<file path="src/rtl/dcache_controller.sv">
// Direct-mapped, write-back, write-allocate data cache (8 blocks x 4 bytes).
// A three-state controller moves whole blocks to and from data memory.
module dcache_controller #(
  parameter int unsigned MISS_CNT_W = 16
) (
  input  logic                  CLK,
  input  logic                  RESET,
  input  logic                  READ,
  input  logic                  WRITE,
  input  logic [7:0]            ADDRESS,
  input  logic [7:0]            WRITEDATA,
  output logic [7:0]            READDATA,
  output logic                  BUSYWAIT,
  output logic                  MEM_READ,
  output logic                  MEM_WRITE,
  output logic [5:0]            MEM_ADDRESS,
  output logic [31:0]           MEM_WRITEDATA,
  input  logic [31:0]           MEM_READDATA,
  input  logic                  MEM_BUSYWAIT,
  output logic [MISS_CNT_W-1:0] MISS_COUNT
);

  localparam int unsigned NUM_BLOCKS = 8;
  localparam int unsigned TAG_W      = 3;
  localparam int unsigned IDX_W      = 3;
  localparam int unsigned OFF_W      = 2;
  localparam int unsigned BYTE_W     = 8;
  localparam int unsigned BLK_W      = 32;
  localparam int unsigned MADDR_W    = TAG_W + IDX_W;

  typedef enum logic [1:0] {
    S_IDLE       = 2'd0,
    S_WRITE_BACK = 2'd1,
    S_FETCH      = 2'd2
  } state_e;

  state_e                  state_q, state_d;
  logic                    first_q, first_d;
  logic [MISS_CNT_W-1:0]   miss_q, miss_d;
  logic [NUM_BLOCKS-1:0]   valid_q, valid_d;
  logic [NUM_BLOCKS-1:0]   dirty_q, dirty_d;
  logic [TAG_W-1:0]        tag_q  [NUM_BLOCKS];
  logic [BLK_W-1:0]        data_q [NUM_BLOCKS];

  logic [TAG_W-1:0]        addr_tag;
  logic [IDX_W-1:0]        addr_idx;
  logic [OFF_W-1:0]        addr_off;
  logic [BLK_W-1:0]        blk_sel;
  logic                    req;
  logic                    in_idle;
  logic                    hit;
  logic                    read_hit;
  logic                    write_hit;
  logic                    mem_done;
  logic                    fill_en;

  assign addr_tag = ADDRESS[7:5];
  assign addr_idx = ADDRESS[4:2];
  assign addr_off = ADDRESS[1:0];
  assign blk_sel  = data_q[addr_idx];

  // Hit detection is only meaningful in IDLE; simultaneous READ/WRITE is a store.
  assign req       = READ | WRITE;
  assign in_idle   = (state_q == S_IDLE);
  assign hit       = valid_q[addr_idx] & (tag_q[addr_idx] == addr_tag);
  assign read_hit  = RESET & in_idle & hit & READ & ~WRITE;
  assign write_hit = RESET & in_idle & hit & WRITE;

  // The first cycle of each transfer ignores the memory's busy flag.
  assign mem_done = ~first_q & ~MEM_BUSYWAIT;

  always_comb begin
    state_d = state_q;
    first_d = 1'b0;
    miss_d  = miss_q;
    valid_d = valid_q;
    dirty_d = dirty_q;
    fill_en = 1'b0;
    case (state_q)
      S_IDLE: begin
        if (req && !hit) begin
          state_d = (valid_q[addr_idx] && dirty_q[addr_idx]) ? S_WRITE_BACK : S_FETCH;
          first_d = 1'b1;
          if (!(&miss_q)) begin
            miss_d = miss_q + MISS_CNT_W'(1);
          end
        end else if (write_hit) begin
          dirty_d[addr_idx] = 1'b1;
        end
      end
      S_WRITE_BACK: begin
        if (mem_done) begin
          dirty_d[addr_idx] = 1'b0;
          state_d           = S_FETCH;
          first_d           = 1'b1;
        end
      end
      S_FETCH: begin
        if (mem_done) begin
          fill_en           = 1'b1;
          valid_d[addr_idx] = 1'b1;
          dirty_d[addr_idx] = 1'b0;
          state_d           = S_IDLE;
        end
      end
      default: state_d = S_IDLE;
    endcase
  end

  always_ff @(posedge CLK) begin
    if (!RESET) begin
      state_q <= S_IDLE;
      first_q <= 1'b0;
      miss_q  <= '0;
      valid_q <= '0;
      dirty_q <= '0;
    end else begin
      state_q <= state_d;
      first_q <= first_d;
      miss_q  <= miss_d;
      valid_q <= valid_d;
      dirty_q <= dirty_d;
    end
  end

  // Tag and data arrays carry no reset; valid bits guard their contents.
  always_ff @(posedge CLK) begin
    if (fill_en) begin
      tag_q[addr_idx]  <= addr_tag;
      data_q[addr_idx] <= MEM_READDATA;
    end else if (write_hit) begin
      data_q[addr_idx][{addr_off, 3'b000} +: BYTE_W] <= WRITEDATA;
    end
  end

  always_comb begin
    MEM_READ      = 1'b0;
    MEM_WRITE     = 1'b0;
    MEM_ADDRESS   = '0;
    MEM_WRITEDATA = '0;
    case (state_q)
      S_WRITE_BACK: begin
        MEM_WRITE     = 1'b1;
        MEM_ADDRESS   = MADDR_W'({tag_q[addr_idx], addr_idx});
        MEM_WRITEDATA = blk_sel;
      end
      S_FETCH: begin
        MEM_READ    = 1'b1;
        MEM_ADDRESS = MADDR_W'({addr_tag, addr_idx});
      end
      default: ;
    endcase
  end

  assign BUSYWAIT   = RESET & req & ~(in_idle & hit);
  assign READDATA   = read_hit ? blk_sel[{addr_off, 3'b000} +: BYTE_W] : 8'h00;
  assign MISS_COUNT = miss_q;

endmodule

</file>
<file path="config.mk">
export PLATFORM = sky130hd
export DESIGN_NAME = dcache_controller
export DESIGN_NICKNAME = d
export VERILOG_FILES = /design/src/rtl/dcache_controller.sv
export SDC_FILE = /design/constraint.sdc
export NUM_CORES = 1
export LEC_CHECK = 0
export ABC_AREA = 1
export CAP_MARGIN = 40
export CORE_ASPECT_RATIO = 1.1
export CORE_MARGIN = 4
export CORE_UTILIZATION = 60
export CTS_BUF_LIST = sky130_fd_sc_hd__clkbuf_8
export DETAILED_ROUTE_END_ITERATION = 10
export HOLD_SLACK_MARGIN = 0.12
export PLACE_DENSITY = 0.91
export SKIP_CTS_REPAIR_TIMING = 1
export SYNTH_ARGS = -nofsm -noshare
export SYNTH_HDL_FRONTEND = slang
export SYNTH_SLANG_ARGS = --single-unit
export TNS_END_PERCENT = 50
</file>
<file path="constraint.sdc">
create_clock -name CLK -period 5.51 [get_ports CLK]
set_input_delay 1.653 -clock CLK [delete_from_list [all_inputs] [get_ports CLK]]
set_output_delay 1.653 -clock CLK [all_outputs]
set_load 0.1 [all_outputs]
</file>
==> run_results.csv, run 1 <==
group,metric,value,unit
clock_tree,cts.path.max_buffers,3,
clock_tree,cts_root_buf,"clkbuf_8",
timing,worst_slack,-0.03701,ns
layout,layout-drive-gt1-share,21.41,%
hold_path,min_delay_path_depth,2,
worst_setup_path,ff2ff_path_depth,13,
timing,setup_viol,2,
route,finalWirelength,45780,um
synthesis,synthArstFlopShare,0,%
clock_tree,htree_levels,2,
worst_setup_path,cp_slowest_cell,"nor2_4",
floorplanning,std_cell_rows,58,
layout,syn_to_final_growth,30.45,%
route,firstDrtPassIters,10,
route,vias_per_cell,6.527,
floorplanning,ios,118,
synthesis,synth_top_family_by_area,"simple AND/OR/NAND/NOR gates",
hold_path,min_path_type,"reg -> reg",
timing,relSlewSlack,43.94,%
synthesis,synth_flop_cell,"edfxtp_1",
clock_tree,clk_latency,0.58,ns
layout,nets,1594,
synthesis,synth_mux_area_share,0,%
timing,hold_viol_final,0,
clock_tree,cts_buffers,47,
route,dr.first_iter.drc_count,1858,
power_and_ir_drop,power_density,278.1,mW/mm^2
route,antenna_left,0,
worst_setup_path,slowest_delay,0.25,ns
grt,grt_util_all_layers,34.17,%
hold_path,holdPathEnd,"valid_q[5]$_SDFFE_PN0P_",
worst_setup_path,cp_cell_sequence,"clkbuf_2 -> inv_2 -> nand2_1 -> nor2_4 -> buf_4 -> a22oi_1 -> and3_1 -> nand4_1 -> inv_1 -> nand2_1 -> nand3_1 -> a21oi_1 -> buf_4 -> buf_12",
worst_setup_path,rrSetupSlack,2.43,ns
clock_tree,path_clk_slew,0.07,ns
hold_path,hold_start,"valid_q[5]$_SDFFE_PN0P_",
synthesis,synthAdderAreaFrac,0.8123,%
floorplanning,core,0.02279,mm^2
route,drc,0,
floorplanning,fp.dieArea,0.02560,mm^2
status,status,"finished, violations left",
clock_tree,cts_tree,"yes",
synthesis,synthSimpleGateAreaFrac,16.50,%
worst_setup_path,cp_max_fo,9,
worst_setup_path,crit-reg2reg-launch,"tag_q[3][1]$_DFFE_PP_",
placement,gp_congestion,0.9571,
placement,port_buffers,117,
synthesis,synth_area_per_cell,10.98,um^2
floorplanning,die_w,152.9,um
power_and_ir_drop,vdd_drop_max,247.6,uV
floorplanning,die_h,167.4,um
synthesis,ys_seq_area_share,65.70,%
grt,grt_pass1_wl,67740,um
synthesis,synth-xor-area-share,0.6949,%
status,violations,"negative setup slack",
timing,fin_skew,0.02364,ns
flow_run,drv_cap,0,
synthesis,synth_compound_area_share,10.09,%
synthesis,synthesis.area,0.01386,mm^2
timing,drv_slew,0,
worst_setup_path,critPathKind,"in -> out",
timing,tightest_slew,0.8353,ns
grt,grt_pass1_vias,11997,
placement,dp_hpwl,28870,um
layout,fin_util,79.37,%
synthesis,ys_types,46,
power_and_ir_drop,p_leak,6.986,nW
worst_setup_path,worstPathArrival,3.89,ns
worst_setup_path,r2r_end,"data_q[3][27]$_DFFE_PP_",
clock_tree,clkSinkCount,315,
route,wl_per_cell,24.49,um
synthesis,synthCells,1263,
grt,gr-total-overflow,0,
timing,fin_crit_sh,100.7,%
layout,diodes,0,
timing,fmax,180.3,MHz
synthesis,synth_nets,1325,
placement,dp.cells,1780,
timing,final.hold.worst_slack,0.4783,ns
route,num_vias,12199,
grt,antenna_found_initial,0,
floorplanning,start_util,60.84,%
synthesis,synth_edf_count,280,
grt,grt_max_degree,35,
layout,stdcell_count,1869,
synthesis,synth-seq-cells,315,
synthesis,ys_warn_count,0,
worst_setup_path,end_kind,"output port",
timing,finalCriticalPeriod,5.547,ns
worst_setup_path,cp-start-kind,"primary input",
worst_setup_path,required,3.86,ns
-- cell usage in the layout (no fill, tap or decap), types with 4 or more instances in the layout --
| cell | n |
|---|---|
| clkinv_2 | 13 |
| nand4_1 | 48 |
| nor2_1 | 75 |
| clkinv_1 | 25 |
| o21ai_0 | 9 |
| a221oi_1 | 30 |
| nand2_2 | 7 |
| xor2_1 | 9 |
| buf_12 | 58 |
| nand2_1 | 275 |
| a21oi_2 | 9 |
| o21ai_1 | 28 |
| o21ai_2 | 8 |
| nand3_1 | 77 |
| ha_1 | 9 |
| nor3_1 | 10 |
| inv_2 | 6 |
| nor2_4 | 5 |
| a221oi_2 | 6 |
| clkdlybuf4s50_1 | 67 |
| o2bb2ai_1 | 6 |
| clkbuf_8 | 47 |
| inv_1 | 140 |
| edfxtp_1 | 280 |
| a21oi_1 | 40 |
| buf_8 | 19 |
| o22ai_1 | 4 |
| dfxtp_1 | 35 |
| a22o_1 | 27 |
| a31oi_2 | 4 |
| buf_4 | 130 |
| nand3_4 | 4 |
| a22oi_1 | 19 |
-- final cells by class --
cell class / count / area [um^2]
Clock buffer: 47 / 646.9
Clock inverter: 39 / 198.9
Fill cell: 1123 / 4702
Inverter: 150 / 568.0
Multi-Input combinational cell: 737 / 4026
Sequential cell: 315 / 9109
Tap cell: 300 / 375.4
Timing Repair Buffer: 281 / 3161
-- synth_stat cells, drive strengths merged, types with 6 or more instances --
cell type    n  area [um^2]
nor3        10        50.05
buf         24        155.1
nor2        83        329.1
o2bb2ai      6        52.55
inv        145        546.8
nand2      283         1080
edfxtp     280         8408
a21oi       49        245.2
clkbuf      37        138.9
o21ai       45        255.2
ha           9        112.6
a22o        27        236.5
a22oi       19        142.6
xor2         9        78.83
a221oi      36        315.3
dfxtp       35        700.7
a31oi        6        37.54
nand4       49        312.8
nand3       81        455.4
-- cells by family (layout without fill, tap and decap cells) --
family / Yosys count / in the layout
AOI/OAI and AO/OA: 202 / 202
buffers and inverters: 211 / 517
xor gates and xnor gates: 11 / 11
and+or+nand+nor: 515 / 515
adders and majority gates: 9 / 9
DFF: 315 / 315
-- routing by layer --
| metal | routed length, um | GRT usage [%] | share of wire, % | vias up |
|---|---|---|---|---|
| li1 | - | - | - | 5028 |
| met4 | 3388 | 17.71 | 7.4 | 0 |
| met1 | 14230 | 40.09 | 31 | 5557 |
| met3 | 6413 | 9.124 | 14 | 323 |
| met2 | 21740 | 58.02 | 48 | 1291 |
| met5 | 0 | 0 | 0 | - |
-- metrics by stage --
stage	setup TNS, ns	worst slack [ns]	total power [mW]	instance area [um^2]
floorplan	-11.86	-0.5758	2.978	13910
global placement	-1.503	-0.2144	3.198	16840
detailed placement	-3.405	-0.3331	3.243	17140
CTS	-6.887	-0.4643	4.979	17980
global route	-0.3209	-0.08325	5.155	18080
finish	-0.05796	-0.03701	5.029	18080
-- sequential cells by signal, summed over array words and instances, names as in the netlist, named ones only --
register,cells
valid_q,8
tag_q,24
MISS_COUNT,16
data_q,256
first_q,1
state_q,2
-- power breakdown --
part,switching (mW),internal (mW)
clock network,0.939,0.853
registers,0.0124,2.63
logic,0.385,0.211
total,1.34,3.69
-- critical path: cells and delay by family --
kind | cells | cell delay [ns]
buffers and inverters | 6 | 0.95
AOI/OAI and AO/OA | 2 | 0.32
and+or+nand+nor | 6 | 0.96
-- how the worst max path moves through the flow --
stage | startpoint | endpoint | slack (ns) | cells after the start
after floorplan | ADDRESS[2] | READDATA[0] | -0.58 | 15
after global placement | ADDRESS[2] | READDATA[2] | -0.21 | 18
after detailed placement | ADDRESS[2] | READDATA[2] | -0.33 | 18
after CTS | ADDRESS[4] | READDATA[3] | -0.46 | 16
after global routing | ADDRESS[3] | READDATA[2] | -0.08 | 12
final | ADDRESS[4] | READDATA[0] | -0.04 | 14
Note: power is estimated with default switching activity, not from simulation.
==> inputs of run 2 (changes only) <==
--- a/config.mk
+++ b/config.mk
@@ -11,6 +11,7 @@
 export CORE_MARGIN = 4
 export CORE_UTILIZATION = 60
 export CTS_BUF_LIST = sky130_fd_sc_hd__clkbuf_8
+export CTS_CLUSTER_SIZE = 20
 export DETAILED_ROUTE_END_ITERATION = 10
 export HOLD_SLACK_MARGIN = 0.12
 export PLACE_DENSITY = 0.91
==> run_results.csv, run 2 (synthesis results as in run 1) <==
group,metric,value,unit
worst_setup_path,cp_max_fo,26,
power_and_ir_drop,vdd_drop_max,243.3,uV
placement,placed_area,0.01714,mm^2
timing,fin_crit_sh,101.2,%
timing,worst_slack,-0.06393,ns
clock_tree,cts_tree,"yes",
grt,grt_util_all_layers,34.17,%
power_and_ir_drop,switching_share,26.56,%
grt,grt_pass1_wl,67660,um
clock_tree,clk_latency,0.59,ns
worst_setup_path,worstPathArrival,3.92,ns
route,firstDrtPassIters,7,
placement,port_buffers,117,
route,drc,0,
route,finalWirelength,47080,um
power_and_ir_drop,clkPwrFrac,35.3,%
power_and_ir_drop,p_leak,6.980,nW
power_and_ir_drop,power_frac_comb,12.1,%
floorplanning,core,0.02279,mm^2
layout,layout-drive-gt1-share,21.31,%
worst_setup_path,cp_cell_sequence,"clkbuf_2 -> buf_4 -> nand2_1 -> nor2_4 -> buf_12 -> nand2_1 -> nand2_1 -> a221oi_2 -> nand2_1 -> inv_1 -> nand2_1 -> nand3_1 -> a21oi_1 -> buf_4 -> buf_12",
layout,syn_to_final_growth,30.55,%
timing,finalCriticalPeriod,5.574,ns
placement,gp_congestion,0.9571,
worst_setup_path,cp_slowest_cell,"buf_12",
placement,dpl_worst_slack,-0.3331,ns
floorplanning,std_cell_rows,58,
worst_setup_path,path_common_cell,"nand2_1",
floorplanning,start_util,60.84,%
clock_tree,htree_levels,2,
route,wl_per_cell,25.22,um
timing,drv_slew,0,
floorplanning,die_w,152.9,um
power_and_ir_drop,power_density,277.4,mW/mm^2
layout,fin_area,0.01810,mm^2
status,status,"finished, violations left",
timing,hold_viol_final,0,
layout,largest_reg_flops,256,
timing,fmax,179.4,MHz
route,vias_per_cell,6.583,
worst_setup_path,crit-reg2reg-launch,"tag_q[3][1]$_DFFE_PP_",
grt,grt_max_degree,35,
worst_setup_path,required,3.86,ns
timing,fin_skew,0.03338,ns
power_and_ir_drop,p_sw,1.334,mW
clock_tree,cts_buffers,47,
worst_setup_path,critPathKind,"in -> out",
layout,stdcell_count,1867,
clock_tree,path_clk_slew,0.07,ns
placement,dp.cells,1780,
worst_setup_path,crit_family,"buffers and inverters",
status,violations,"negative setup slack",
worst_setup_path,slowest_delay,0.24,ns
worst_setup_path,end_kind,"output port",
floorplanning,die_h,167.4,um
clock_tree,cts.path.max_buffers,3,
clock_tree,clkSinkCount,315,
floorplanning,fp.dieArea,0.02560,mm^2
placement,dp_hpwl,28870,um
worst_setup_path,critPathLaunch,"ADDRESS[4]",
grt,antenna_found_initial,0,
route,dr.first_iter.drc_count,2080,
grt,gr-total-overflow,0,
timing,final.hold.worst_slack,0.4772,ns
timing,relSlewSlack,45.76,%
hold_path,min_path_type,"reg -> reg",
worst_setup_path,cp-start-kind,"primary input",
timing,setup_viol,4,
layout,nets,1594,
hold_path,hold_start,"valid_q[5]$_SDFFE_PN0P_",
layout,layout_common_cells,"edfxtp_1, nand2_1, inv_1, buf_4, nand3_1",
layout,final_common_cell,"edfxtp_1",
grt,grt_pass1_vias,11987,
worst_setup_path,crit_buf_inv,6,
power_and_ir_drop,intPower,3.688,mW
timing,tightest_slew,0.8082,ns
power_and_ir_drop,p_seq_share,52.6,%
layout,diodes,0,
route,antenna_left,0,
layout,max_flop_register,"data_q",
flow_run,drv_cap,0,
route,num_vias,12290,
clock_tree,cts_root_buf,"clkbuf_8",
floorplanning,ios,118,
run 2: cell count changes in the layout (fill, tap and decap cells not counted), moves of 2 or more:
cell	delta
a221oi_1	-3
clkinv_1	+3
a221oi_2	+3
clkinv_2	-6
inv_1	+2
run 2: worst paths after layout:
check,slack [ns],depth (start not counted),to
max reg2reg,2.47,13,data_q[3][27]$_DFFE_PP_
min,0.48,2,valid_q[5]$_SDFFE_PN0P_
min reg2reg,0.48,2,valid_q[5]$_SDFFE_PN0P_
max,-0.06,15,READDATA[1]
run 2: power groups by stage:
stage / logic (mW) / clock network [mW] / registers [mW]
5_1_grt: 0.627 / 1.87 / 2.64
2_1_floorplan: 0.272 / 0 / 2.71
4_1_cts: 0.568 / 1.75 / 2.64
3_5_place_dp: 0.553 / 0 / 2.69
3_3_place_gp: 0.510 / 0 / 2.69
6_report: 0.606 / 1.77 / 2.64
run 2: metal layers:
layer  part of all wire (%)  up-vias  wire length [um]  GRT usage, %
met1                     30     5599             14200         39.65
met3                     15      358              6996         9.486
li1                       -     5020                 -             -
met5                      0        -                 0             0
met2                     47     1313             22300         57.67
met4                    7.6        0              3577         18.83
run 2: layout make-up:
cell class,instances,area [um^2]
multi-input combinational,737,4053
clock inverter,37,183.9
fill,1126,4688
clock buffer,47,646.9
timing repair buffer,281,3161
inverter,150,570.5
tap,300,375.4
sequential,315,9109
run 2: stage by stage:
step	setup TNS [ns]	total power [mW]	util, %
2_1_floorplan	-11.86	2.978	-
3_3_place_gp	-1.503	3.198	73.90
3_5_place_dp	-3.405	3.243	75.20
4_1_cts	-7.367	4.957	78.85
5_1_grt	-0.3962	5.138	79.43
6_report	-0.1596	5.021	79.43
run 2: worst register-to-register path: stages, from the launching register on:
cell and delay [ns]:
edfxtp_1 0.35, or2_2 0.30, nand2_1 0.09, nand2_1 0.07
o21ai_1 0.15, nand2_1 0.12, nor2_4 0.11, buf_4 0.13
nand4_2 0.18, inv_4 0.19, nand3_4 0.25, nand2_2 0.26
nand2_1 0.13, inv_1 0.37
